[config.mk]
export PLATFORM = sky130hd
export DESIGN_NAME = drum_timing_sequencer_flat
export DESIGN_NICKNAME = d
export VERILOG_FILES = /design/src/rtl/abc_timing_pkg.sv /design/src/rtl/drum_timing_sequencer_if.sv /design/src/rtl/drum_timing_sequencer_position_counter.sv /design/src/rtl/drum_timing_sequencer.sv /design/src/flat_wrapper.sv
export SDC_FILE = /design/constraint.sdc
export NUM_CORES = 1
export LEC_CHECK = 0
export ABC_AREA = 0
export ABC_CLOCK_PERIOD_IN_PS = 2550
export CAP_MARGIN = 5
export CORE_UTILIZATION = 49
export CTS_BUF_LIST = sky130_fd_sc_hd__clkbuf_2 sky130_fd_sc_hd__clkbuf_4 sky130_fd_sc_hd__clkbuf_8
export DETAILED_ROUTE_END_ITERATION = 10
export HOLD_SLACK_MARGIN = 0.15
export MAX_ROUTING_LAYER = met4
export PLACE_DENSITY = 0.77
export SLEW_MARGIN = 30
export SYNTH_ARGS = -nofsm -noshare
export SYNTH_HDL_FRONTEND = slang
export SYNTH_SLANG_ARGS = --single-unit
[constraint.sdc]
create_clock -name clk -period 2.55 [get_ports clk]
set_input_delay 0.765 -clock clk [delete_from_list [all_inputs] [get_ports clk]]
set_output_delay 0.765 -clock clk [all_outputs]
set_load 0.01 [all_outputs]
[src/rtl/abc_timing_pkg.sv]
// Shared definitions for the drum timing path: geometry, sequencer states and
// the bit positions of the strobes stored in the timing memory words.
package abc_timing_pkg;

    localparam int NUM_POSITIONS = 60;
    localparam int ADDR_W        = 6;
    localparam int ROT_W         = 8;

    typedef enum logic [1:0] {
        ST_IDLE     = 2'd0,
        ST_RUN      = 2'd1,
        ST_STOPPING = 2'd2
    } seq_state_e;

    // Strobe bit positions inside a timing memory data word
    localparam int STB_READ            = 0;
    localparam int STB_CONTROL         = 1;
    localparam int STB_LAST_READ       = 2;
    localparam int STB_LAST_WRITE      = 3;
    localparam int STB_CLEAR_CONTROL   = 4;
    localparam int STB_CHECK           = 5;
    localparam int STB_CLEAR_FLAGS     = 6;
    localparam int STB_RESET_COUNTER_N = 7;
    localparam int STB_W               = 8;

endpackage

[src/rtl/drum_timing_sequencer_if.sv]
// Control and timing-memory signals of the drum timing sequencer.
// slave is the sequencer side; master is the controller/memory side.
interface drum_timing_sequencer_if #(
    parameter int ADDR_W = abc_timing_pkg::ADDR_W,
    parameter int ROT_W  = abc_timing_pkg::ROT_W
) ();

    logic              start;
    logic              stop;
    logic              step_mode;
    logic              step_req;
    logic [ROT_W-1:0]  num_rotations;
    logic              reset_counter_n;
    logic [ADDR_W-1:0] addr;
    logic              ce_n;
    logic              oe_n;
    logic              we_n;
    logic              busy;
    logic              rotation_tick;
    logic              done;
    logic [ROT_W-1:0]  rotations_left;

    modport slave (
        input  start, stop, step_mode, step_req, num_rotations, reset_counter_n,
        output addr, ce_n, oe_n, we_n, busy, rotation_tick, done, rotations_left
    );

    modport master (
        output start, stop, step_mode, step_req, num_rotations, reset_counter_n,
        input  addr, ce_n, oe_n, we_n, busy, rotation_tick, done, rotations_left
    );

endinterface

[src/rtl/drum_timing_sequencer_position_counter.sv]
// Modulo-N drum position counter with advance enable, synchronous clear and an
// externally forced early wrap; wrap_o flags the cycle that returns to zero.
module position_counter #(
    parameter int N = 60,
    parameter int W = 6
) (
    input  logic         clk,
    input  logic         rst_n,
    input  logic         en_i,
    input  logic         clr_i,
    input  logic         force_wrap_i,
    output logic [W-1:0] count_o,
    output logic         wrap_o
);

    localparam logic [W-1:0] LAST = W'(N - 1);

    logic [W-1:0] count_q;
    logic [W-1:0] count_d;

    assign wrap_o  = en_i && (force_wrap_i || (count_q == LAST));
    assign count_o = count_q;

    always_comb begin
        count_d = count_q;
        if (clr_i || wrap_o) begin
            count_d = '0;
        end else if (en_i) begin
            count_d = count_q + W'(1);
        end
    end

    always_ff @(posedge clk or negedge rst_n) begin
        if (!rst_n) begin
            count_q <= '0;
        end else begin
            count_q <= count_d;
        end
    end

endmodule

[src/rtl/drum_timing_sequencer.sv]
// Drum timing sequencer: walks the timing memory address once per clk, wraps at
// end of rotation and runs free, for a fixed rotation count, or single-stepped.
module drum_timing_sequencer #(
    parameter int NUM_POSITIONS = abc_timing_pkg::NUM_POSITIONS,
    parameter int ADDR_W        = abc_timing_pkg::ADDR_W,
    parameter int ROT_W         = abc_timing_pkg::ROT_W
) (
    input  logic                    clk,
    input  logic                    rst_n,
    drum_timing_sequencer_if.slave  bus
);

    import abc_timing_pkg::*;

    seq_state_e        state_q;
    logic [ROT_W-1:0]  rot_left_q;
    logic              ce_n_q;
    logic              oe_n_q;
    logic              tick_q;
    logic              done_q;

    logic              active;
    logic              adv;
    logic              mem_last;
    logic              wrap;
    logic              final_wrap;
    logic [ADDR_W-1:0] pos;

    assign active = (state_q != ST_IDLE);
    assign adv    = active && (!bus.step_mode || bus.step_req);

    // The memory only drives resetCounter_n while enabled, so an undriven
    // level while idle never reaches the wrap logic.
    assign mem_last = !ce_n_q && !bus.reset_counter_n;

    position_counter #(
        .N (NUM_POSITIONS),
        .W (ADDR_W)
    ) u_position_counter (
        .clk          (clk),
        .rst_n        (rst_n),
        .en_i         (adv),
        .clr_i        (!active),
        .force_wrap_i (mem_last),
        .count_o      (pos),
        .wrap_o       (wrap)
    );

    // A stop arriving on the wrap cycle makes that wrap the last one.
    assign final_wrap = wrap && ((state_q == ST_STOPPING) || bus.stop ||
                                 (rot_left_q == ROT_W'(1)));

    always_ff @(posedge clk or negedge rst_n) begin
        if (!rst_n) begin
            state_q    <= ST_IDLE;
            rot_left_q <= '0;
            ce_n_q     <= 1'b1;
            oe_n_q     <= 1'b1;
            tick_q     <= 1'b0;
            done_q     <= 1'b0;
        end else begin
            tick_q <= wrap;
            done_q <= 1'b0;
            case (state_q)
                ST_IDLE: begin
                    if (bus.start) begin
                        state_q    <= ST_RUN;
                        rot_left_q <= bus.num_rotations;
                        ce_n_q     <= 1'b0;
                        oe_n_q     <= 1'b0;
                    end
                end
                ST_RUN, ST_STOPPING: begin
                    // A count of zero means continuous and is held at zero
                    if (wrap && (rot_left_q != '0)) begin
                        rot_left_q <= rot_left_q - ROT_W'(1);
                    end
                    if (final_wrap) begin
                        state_q <= ST_IDLE;
                        ce_n_q  <= 1'b1;
                        oe_n_q  <= 1'b1;
                        done_q  <= 1'b1;
                    end else if ((state_q == ST_RUN) && bus.stop) begin
                        state_q <= ST_STOPPING;
                    end
                end
                default: begin
                    state_q <= ST_IDLE;
                    ce_n_q  <= 1'b1;
                    oe_n_q  <= 1'b1;
                end
            endcase
        end
    end

    assign bus.addr           = pos;
    assign bus.ce_n           = ce_n_q;
    assign bus.oe_n           = oe_n_q;
    assign bus.we_n           = 1'b1;
    assign bus.busy           = active;
    assign bus.rotation_tick  = tick_q;
    assign bus.done           = done_q;
    assign bus.rotations_left = rot_left_q;

endmodule

[src/flat_wrapper.sv]
// flat-port wrapper written by rule: the top's interface ports become plain ports
module drum_timing_sequencer_flat import abc_timing_pkg::*;
#(
    parameter int NUM_POSITIONS = abc_timing_pkg::NUM_POSITIONS,
    parameter int ADDR_W        = abc_timing_pkg::ADDR_W,
    parameter int ROT_W         = abc_timing_pkg::ROT_W
)
  (clk, rst_n, bus_start, bus_stop, bus_step_mode, bus_step_req, bus_num_rotations, bus_reset_counter_n, bus_addr, bus_ce_n, bus_oe_n, bus_we_n, bus_busy, bus_rotation_tick, bus_done, bus_rotations_left);
  drum_timing_sequencer_if #(.ADDR_W(ADDR_W), .ROT_W(ROT_W)) bus_i ();
  input  logic clk;
  input  logic rst_n;
  input wire logic [$bits(bus_i.start)-1:0] bus_start;
  input wire logic [$bits(bus_i.stop)-1:0] bus_stop;
  input wire logic [$bits(bus_i.step_mode)-1:0] bus_step_mode;
  input wire logic [$bits(bus_i.step_req)-1:0] bus_step_req;
  input wire logic [$bits(bus_i.num_rotations)-1:0] bus_num_rotations;
  input wire logic [$bits(bus_i.reset_counter_n)-1:0] bus_reset_counter_n;
  output wire logic [$bits(bus_i.addr)-1:0] bus_addr;
  output wire logic [$bits(bus_i.ce_n)-1:0] bus_ce_n;
  output wire logic [$bits(bus_i.oe_n)-1:0] bus_oe_n;
  output wire logic [$bits(bus_i.we_n)-1:0] bus_we_n;
  output wire logic [$bits(bus_i.busy)-1:0] bus_busy;
  output wire logic [$bits(bus_i.rotation_tick)-1:0] bus_rotation_tick;
  output wire logic [$bits(bus_i.done)-1:0] bus_done;
  output wire logic [$bits(bus_i.rotations_left)-1:0] bus_rotations_left;
  assign bus_i.start = bus_start;
  assign bus_i.stop = bus_stop;
  assign bus_i.step_mode = bus_step_mode;
  assign bus_i.step_req = bus_step_req;
  assign bus_i.num_rotations = bus_num_rotations;
  assign bus_i.reset_counter_n = bus_reset_counter_n;
  assign bus_addr = bus_i.addr;
  assign bus_ce_n = bus_i.ce_n;
  assign bus_oe_n = bus_i.oe_n;
  assign bus_we_n = bus_i.we_n;
  assign bus_busy = bus_i.busy;
  assign bus_rotation_tick = bus_i.rotation_tick;
  assign bus_done = bus_i.done;
  assign bus_rotations_left = bus_i.rotations_left;
  drum_timing_sequencer #(.NUM_POSITIONS(NUM_POSITIONS), .ADDR_W(ADDR_W), .ROT_W(ROT_W)) u_core (.clk(clk), .rst_n(rst_n), .bus(bus_i));
endmodule
Yosys cells after proc, flatten, opt, wreduce, memory -nomap -nowiden
Cells that the tools add are included.

Register bits after elaboration: 19. Input port bits: 15. Output and inout port bits: 20. Word-level logic and storage cells: 54.

Add/subtract/negate cells: 2. Eq/ne operators: 8. Mux-type cells: 14. Reductions and logical operators: 24.

Operators by type and width (number): 8-bit 2-to-1 mux (2); 8-bit one-hot mux with 2 select lines (1); 6-bit 2-to-1 mux (2); 8-bit by 1-bit equality test with 1-bit output, second input constant (1); 8-bit nonzero test (1); 8-bit by 1-bit subtractor with 8-bit output, second input constant (1); 6-bit by 1-bit adder with 6-bit output, second input constant (1); 6-bit equality test, second input constant (1); 1-bit logical AND (6); 2-bit 2-to-1 mux (3); 2-bit nonzero test (3); 1-bit logical OR (5); 1-bit logical NOT (4); 1-bit 2-to-1 mux (4); 2-bit by 1-bit inequality test with 1-bit output, second input constant (2); 2-bit one-hot mux with 2 select lines (1); 2-bit AND reduction (2); 3-bit by 1-bit inequality test with 1-bit output, second input constant (1); 3-bit AND reduction (1); 2-bit by 1-bit equality test with 1-bit output, second input constant (1); 2-bit equality test, second input constant (1); 2-bit logical NOT (1); 2-bit inequality test, second input constant (1); 1-bit one-hot mux with 2 select lines (1); 2-bit OR reduction (1).

Depth between registers and ports, before layout
Gate-level depths: netlist of the first run.

Depth after elaboration: 7. Gate-level depth with buffers: 8. Mapped depth without buffers: 7.

Hierarchy
A second synthesis of the first run with hierarchy kept.

Cell total of the unflattened synthesis: 124. Area, all modules: 1236.2 sq um.

By module, submodules not included: drum_timing_sequencer (times used 1, cells each 88, area each 903.4 sq um, sequential area each 326.6 sq um); position_counter (times used 1, cells each 36, area each 332.8 sq um, sequential area each 150.1 sq um).

Worst setup path before layout of the first run
Ideal clock, no wire load.

Kind: input -> register. From: input port bus_reset_counter_n. To: register u_core.state_q[0]. Setup time: 0.125 ns. Arrival time: 2.091 ns. Required time: 2.425 ns. Path slack: 0.334 ns. Stages: 5. Buffers on the path: 0. Cell sequence: or2_4 > a2111oi_4 > o31a_4 > o22ai_2 > mux2_4.

Word-level cells in the longest chain between the ends: 7. Elaborated cells between the ends (all ways): 9. Classes of those cells: eq/ne: 1; mux: 2; reduce/logical: 6.

Ends and longest elaborated chain: start: declaration (RTL line flat_wrapper.sv:17) `input wire logic [$bits(bus_i.reset_counter_n)-1:0] bus_reset_counter_n;`; 1-bit logical NOT (*) (RTL line drum_timing_sequencer.sv:34) `assign mem_last = !ce_n_q && !bus.reset_counter_n;`; 1-bit logical AND (*) (RTL line drum_timing_sequencer.sv:34); 1-bit logical OR (*) (RTL line drum_timing_sequencer_position_counter.sv:21) `assign wrap_o = en_i && (force_wrap_i || (count_q == LAST));`; 1-bit logical AND (*) (RTL line drum_timing_sequencer_position_counter.sv:21); named net u_core.u_position_counter.wrap_o (RTL line drum_timing_sequencer_position_counter.sv:13) `output logic wrap_o`; 1-bit logical AND (*) (RTL line drum_timing_sequencer.sv:50) `assign final_wrap = wrap && ((state_q == ST_STOPPING) || bus.stop ||`; 2-bit 2-to-1 mux or 3-bit by 1-bit inequality test with 1-bit output (tied branches); 2-bit one-hot mux with 2 select lines or 2-bit AND reduction (tied branches); end signal: assignment (RTL line drum_timing_sequencer.sv:55) `state_q <= ST_IDLE;`; end signal: assignment (RTL line drum_timing_sequencer.sv:67) `state_q <= ST_RUN;`; end signal: assignment (RTL line drum_timing_sequencer.sv:79) `state_q <= ST_IDLE;`; end: declaration (RTL line drum_timing_sequencer.sv:15) `seq_state_e state_q;`.

Mark *: on every way through the listed nets, which the timed path passes. The rest lies on a longest branch. A chain may end at the register's enable or synchronous reset.

Worst setup path after layout of the first run
From: register u_core.state_q[1]. To: output port bus_busy.

Word-level cells in the longest chain between the ends: 1.

Ends and longest elaborated chain: 2-bit nonzero test (RTL line drum_timing_sequencer.sv:29) `assign active = (state_q != ST_IDLE);`; end: declaration (RTL line flat_wrapper.sv:22) `output wire logic [$bits(bus_i.busy)-1:0] bus_busy;`.

No other way between the ends.

==> results of run 1 <==
## worst max-delay path by stage
stage                                        startpoint                                        to  slack [ps]  depth (start not counted)
after floorplan                     bus_reset_counter_n             u_core.state_q[0]$_DFFE_PN0P_         330                          5
after global placement              bus_reset_counter_n  u_core.bus.rotations_left[3]$_DFFE_PN0P_           2                          6
after detailed placement            bus_reset_counter_n  u_core.bus.rotations_left[6]$_DFFE_PN0P_        -100                          7
after CTS                 u_core.state_q[1]$_DFFE_PN0P_                                  bus_busy          30                          4
after global routing      u_core.state_q[1]$_DFFE_PN0P_                                  bus_busy          60                          4
final                     u_core.state_q[1]$_DFFE_PN0P_                                  bus_busy         140                          4
## placed cells by master (no fill, tap or decap), types with 2 or more instances in the layout
cell type        instances
or3_1                    2
clkdlybuf4s50_1         33
nand4_1                  5
nand2_1                 14
o22ai_1                  7
nand3_1                  2
xor2_1                   5
nor2_1                   9
ha_1                     8
nor3_1                   2
mux2i_1                  2
buf_4                    9
inv_1                    7
o21ai_0                  4
a21oi_1                  8
clkbuf_4                 3
dfrtp_1                 18
a2bb2oi_1                4
## sequential cells by signal (all words and copies together) (netlist names)
register and count:
u_core.bus.rotation_tick 1, u_core.state_q 2, u_core.bus.ce_n 1, u_core.u_position_counter.count_o 6, u_core.bus.rotations_left 8, u_core.bus.done 1
## cell families after synthesis
logic type               after synthesis  share of synthesized area [%]
other                                  1                          0.298
flip-flops                            19                           37.8
AO/OA/AOI/OAI                         33                           21.0
AND/OR/NAND/NOR                       44                           19.7
XOR/XNOR                               5                           3.48
multiplexers                           4                           3.67
buffers and inverters                 13                           5.16
adder cells (fa/ha/maj)                9                           8.94
## metal layers
| layer | GRT usage, % | vias to the layer above |
|---|---|---|
| met5 | - | - |
| met4 | 8.77 | 0 |
| met3 | 2.90 | 6 |
| met2 | 44.3 | 44 |
| met1 | 29.1 | 572 |
| li1 | - | 545 |
## final cells by class
type                       instances  area, um^2  share of cell area [%]
tap                               30        37.5                    2.22
multi-input combinational         96         721                    42.6
sequential                        19         477                    28.2
timing repair buffer              42         398                    23.5
inverter                           8        30.0                    1.78
clock buffer                       3        22.5                    1.33
clock inverter                     1        5.00                   0.296
## metrics by stage
stage	setup slack, ps	power (W)	setup TNS [ps]	instance area [um^2]	util [%]
6_report	143	0.00201	0	1690	68.9
5_1_grt	64.8	0.00219	0	1690	68.9
4_1_cts	30.9	0.00201	0	1690	68.8
3_5_place_dp	-104	0.00184	-312	1650	67.3
3_3_place_gp	1.90	0.00178	0	1650	67.3
2_1_floorplan	334	0.00135	0	1260	-
## power breakdown
| part | switching [W] | internal, W | total, W |
|---|---|---|---|
| sequential | 0.000167 | 0.000424 | 0.000591 |
| combinational | 0.000622 | 0.000645 | 0.00127 |
| clock | 0.0000961 | 0.0000583 | 0.000154 |
## what timing repair did
action,4_1_cts,5_1_grt
endpoints found under the setup margin,1,1
buffers inserted,1,0
gates resized for setup,0,2
pin swaps,0,0
==> results.md, run 1 <==
- Min Hold Slack: about 530 ps
- DR WL met3: roughly 130 um
- RSZ-0062 raised after global routing: no
- Mapped Cells: approximately 130
- Critical path's slowest cell: clkdlybuf4s50_1
- Initial DRC Count: between 40 and 50
- R2r endpoint: u_core.bus.rotations_left[3]$_DFFE_PN0P_
- Pre-antenna DRT Iters: 4
- Kind of cell adding the most delay to the critical path: buffers and inverters
- GRT Total Usage: between 20% and 30%
- Final min period: approximately 2400 ps
- Yosys top cell by area: dfrtp_1
- Num Clock Sinks: 19
- ANT nets after route: 0
- Area Growth Syn to Fin: 34.2%
- Hold violation count in the final report: 0
- Global placement routability congestion: 0.938
- Sequential area share after synthesis: ~38%
- Max Used Layer: met4
- First-pass GRT wire length: between 4000 and 5000 um
- WS Path Type: flip-flop to output port
- Clock skew: approximately 4.0 ps
- Worst Path Max Fanout: 5
- DR WL met2: roughly 1600 um
- Start of the worst register-to-register path: u_core.state_q[1]$_DFFE_PN0P_
- Tcrit/Tclk final: a little over nine tenths
- Pwr Density: approximately 1200 nW/um^2
- Reg2Reg Setup Slack: 410 ps
- Share of layout cells above drive strength 1: 17.2%
- Final setup viols: 0
- Post-DP HPWL: approximately 2300 um
- Diode count: 0
- Number of global-route vias before repair: approximately 1100
- Worst-case hold path end point: u_core.bus.ce_n$_DFFE_PN1P_
- Commonest cells in the netlist: dfrtp_1 (18), nand2_1 (14), ha_1 (9), nor2_1 (9)
- Max stage delay on crit path: between 500 and 600 ps
- Nets@finish: between 150 and 200
- Ys flop type: dfrtp_1
- VDD IR-drop max: between 0.7 and 0.8 mV
- Synthesized flop and latch total: 19
- Drt wl/cell: 14.8 um
- Die width: around 53 um
- Worst slew pin tran: ~620 ps
- I/O pin cnt: 35
- Status: completed
- Cts bufs inserted: 3
- Hold Crit Start: u_core.bus.ce_n$_DFFE_PN1P_
- Syn Std Cell Area: approximately 1300 um^2
- Area share of the largest cell type after synthesis: 35.7%
- # DRC: 0
- Initial antenna violation count: 0
- M1 WL: 1210 um
- # Max-Cap Violations: 0
- Total die area: 2780 um^2
- EDFF count, synth: 0
- Clk buf depth: 2
- Number of vias in the routed layout: roughly 1200
- Hold Path Class: flip-flop to flip-flop
- CP endpoint kind: output port
- Finished Layout Cells: approximately 200
- CTS tree: yes
- Placed cell count: about 190
- Required @ worst endpoint: roughly 1800 ps
- DR vias/cell: ~5.9
- Synth async-reset ratio: 100%
- Row cnt: 18
- Avg Cell Area, Syn: 9.84 um^2
- Hold depth: 1
- Total Routed Length: about 3000 um
- H-tree levels: 1
- Post-synth cell types: 43
- Buf+Inv Stages, Crit Path: 3
- Clock transition at path regs: between 100 and 150 ps
- Final max-slew violation count: 0
- Synth Net Count: about 150
- CP cell instances: inv_1, ha_2, inv_2, clkdlybuf4s50_1
- CP startpoint kind: flip-flop
- Die H: approximately 53 um
- Static Leak: between 0.7 and 0.8 nW
- Fmax: around 420 MHz
- Core area: around 2500 um^2
- GRT overflow: 0
- CP arrival: about 1600 ps
- Clk root buf: clkbuf_4
- Port bufs: 33
- Filler Cell Count: 201
- Most frequent cell after synthesis: dfrtp_1
- Normalized max-slew margin: 58.6%
- Clock Latency Late Sink: just under 300 ps
- Synth area leaders: dfrtp_1 (36%), ha_1 (8.9%), nand2_1 (4.2%)
- Initial Util: between 50% and 60%
- # hold bufs at CTS: 0
- Pin count of the biggest net entering global routing: 20
- Yosys warns: 0
- Worst Reg-to-Reg Cells: 7
(Power assumes the default switching activity.)
==> run 2: changes to the inputs <==
MAX_ROUTING_LAYER = unset   (was met4)
==> run 2 against run 1 <==
  * Critical path depth stayed put
  * Flip-flop and latch count is the same
  * Cell count unchanged
  * Sequential power is essentially flat
  * Maximum frequency shrank 0.24%
  * Highest routed layer unchanged
  * Setup slack worse by 5.7 ps
  * Combinational power about the same
  * Via count is essentially flat
  * Wire length up 0.51%
==> results.md, run 2 (synthesized netlist as in run 1, its figures left out) <==
- Psw: 0.000888 W (+0.34%)
- Pwr Density: 1190 nW/um^2 (+0.16%)
- # hold bufs at CTS: 0 (unchanged)
- Static Leak: 0.746 nW (unchanged)
- Port bufs: 33 (unchanged)
- Total negative setup slack: 0 ps (unchanged)
- Die H: 52.7 um (unchanged)
- Share of total power in the clock network: 7.7% (about the same)
- Final min period: 2410 ps (+5.69 ps)
- Normalized max-slew margin: 58.5% (about the same)
- Status: completed
- Clk buf depth: 2 (unchanged)
- Global placement routability congestion: 0.922 (-1.7%)
- Num Clock Sinks: 19 (unchanged)
- Comb pwr share: 62.9% (about the same)
- Post-DP HPWL: 2270 um (unchanged)
- CP endpoint kind: output port
- DR vias/cell: 5.87 (about the same)
- Clock transition at path regs: 110 ps (about the same)
- Worst slew pin tran: 616 ps (+0.759 ps)
- Initial Util: 51.3% (unchanged)
- Clk root buf: clkbuf_4
- CP arrival: 1650 ps (about the same)
- Max reg flops: 8 (unchanged)
- M1 WL: 1200 um (-1.2%)
- Switching share of power: 44.1% (+0.080 points)
- WS Path Type: flip-flop to output port
- CTS tree: yes
- Sequential power share: 29.3% (about the same)
- Min Hold Slack: 533 ps (-0.314 ps)
- Initial antenna violation count: 0 (unchanged)
- Tcrit/Tclk final: 94.6% (+0.22 points)
- Clock Latency Late Sink: 300 ps (about the same)
- Drt wl/cell: 14.8 um (+0.51%)
- DR WL met3: 154 um (+21%)
- CP startpoint kind: flip-flop
- Die width: 52.7 um (unchanged)
- ANT nets after route: 0 (unchanged)
- Pin count of the biggest net entering global routing: 20 (unchanged)
- Required @ worst endpoint: 1790 ps (about the same)
- VDD IR-drop max: 0.785 mV (+0.83%)
- Worst Path Max Fanout: 5 (unchanged)
- Core area: 2450 um^2 (unchanged)
- H-tree levels: 1 (unchanged)
- Diode count: 0 (unchanged)
- Clock skew: 4.67 ps (+0.619 ps)
- Nets@finish: 194 (unchanged)
- I/O pin cnt: 35 (unchanged)
- Total Routed Length: 2950 um (+0.51%)
- Hold violation count in the final report: 0 (unchanged)
- Area Growth Syn to Fin: 34.2% (unchanged)
- Total die area: 2780 um^2 (unchanged)
- Number of vias in the routed layout: 1168 (+0.086%)
- P_int: 0.00113 W (about the same)
- Pre-antenna DRT Iters: 4 (unchanged)
- Max Used Layer: met4
- First-pass GRT wire length: 4940 um (-0.28%)
- Hold Path Class: flip-flop to flip-flop
- Row cnt: 18 (unchanged)
- Share of layout cells above drive strength 1: 17.2% (unchanged)
- Initial DRC Count: 45 (unchanged)
- Most common cell after layout, fill and taps aside: clkdlybuf4s50_1
- RSZ-0062 raised after global routing: no
- Final max-slew violation count: 0 (unchanged)
- # Max-Cap Violations: 0 (unchanged)
- GRT overflow: 0 (unchanged)
- Number of global-route vias before repair: 1129 (+0.44%)
- GRT Total Usage: 24.4% (-0.64 points)
- Final setup viols: 0 (unchanged)
- Cts bufs inserted: 3 (unchanged)
- # DRC: 0 (unchanged)
- Commonest non-fill, non-tap cells in the layout: clkdlybuf4s50_1 (33), dfrtp_1 (18), nand2_1 (14), nor2_1 (9), buf_4 (9)
- DR WL met2: 1560 um (+0.52%)
- Fmax: 414 MHz (-0.24%)
run 2: metrics by stage:
stage	worst slack [ps]	area, um^2	cells	total power [W]	util, %
finish	137	1690	199	0.00202	68.9
global placement	1.90	1650	194	0.00178	67.3
CTS	30.9	1690	199	0.00201	68.8
global route	64.8	1690	199	0.00219	68.9
floorplan	334	1260	128	0.00135	-
detailed placement	-104	1650	194	0.00184	67.3
run 2: power groups by stage:
stage          logic, W  registers, W  clock network, W
3_5_place_dp    0.00124      0.000596                 0
2_1_floorplan  0.000748      0.000599                 0
4_1_cts         0.00126      0.000587          0.000156
6_report        0.00127      0.000591          0.000156
3_3_place_gp    0.00120      0.000577                 0
5_1_grt         0.00141      0.000608          0.000168
run 2: final cells by class:
type                    count  area, um^2
fillers                   201         764
multi-input cells          96         721
flip-flops and latches     19         477
repair buffers             42         398
well taps                  30        37.5
inverters                   8        30.0
clock buffers               3        22.5
clock inverters             1        5.00
run 2: critical path, stage by stage, from the launching register on:
cell and delay (ps):
dfrtp_1 420, inv_1 100, ha_2 220, inv_2 80
clkdlybuf4s50_1 540
run 2: worst paths after layout:
check / startpoint / endpoint / slack (ps) / cells after the start
min in group asynchronous: rst_n / u_core.bus.rotations_left[7]$_DFFE_PN0P_ / 790 / 2
max in group asynchronous: rst_n / u_core.bus.ce_n$_DFFE_PN1P_ / 1490 / 2
worst min-delay path: u_core.bus.ce_n$_DFFE_PN1P_ / u_core.bus.ce_n$_DFFE_PN1P_ / 530 / 1
worst max-delay path: u_core.state_q[1]$_DFFE_PN0P_ / bus_busy / 140 / 4
worst min register to register: u_core.bus.ce_n$_DFFE_PN1P_ / u_core.bus.ce_n$_DFFE_PN1P_ / 530 / 1
worst max register to register: u_core.state_q[1]$_DFFE_PN0P_ / u_core.bus.rotations_left[3]$_DFFE_PN0P_ / 430 / 7
run 2: routing by layer:
metal / track usage (%) / up-vias
met3: 3.19 / 7
met1: 28.9 / 572
met2: 44.3 / 43
met5: 0 / -
li1: - / 546
met4: 8.77 / 0
run 2: repair_timing:
item	CTS	global route
endpoints found under the setup margin	1	1
gates resized for setup	0	2
cloned	0	0
setup buffers	1	0
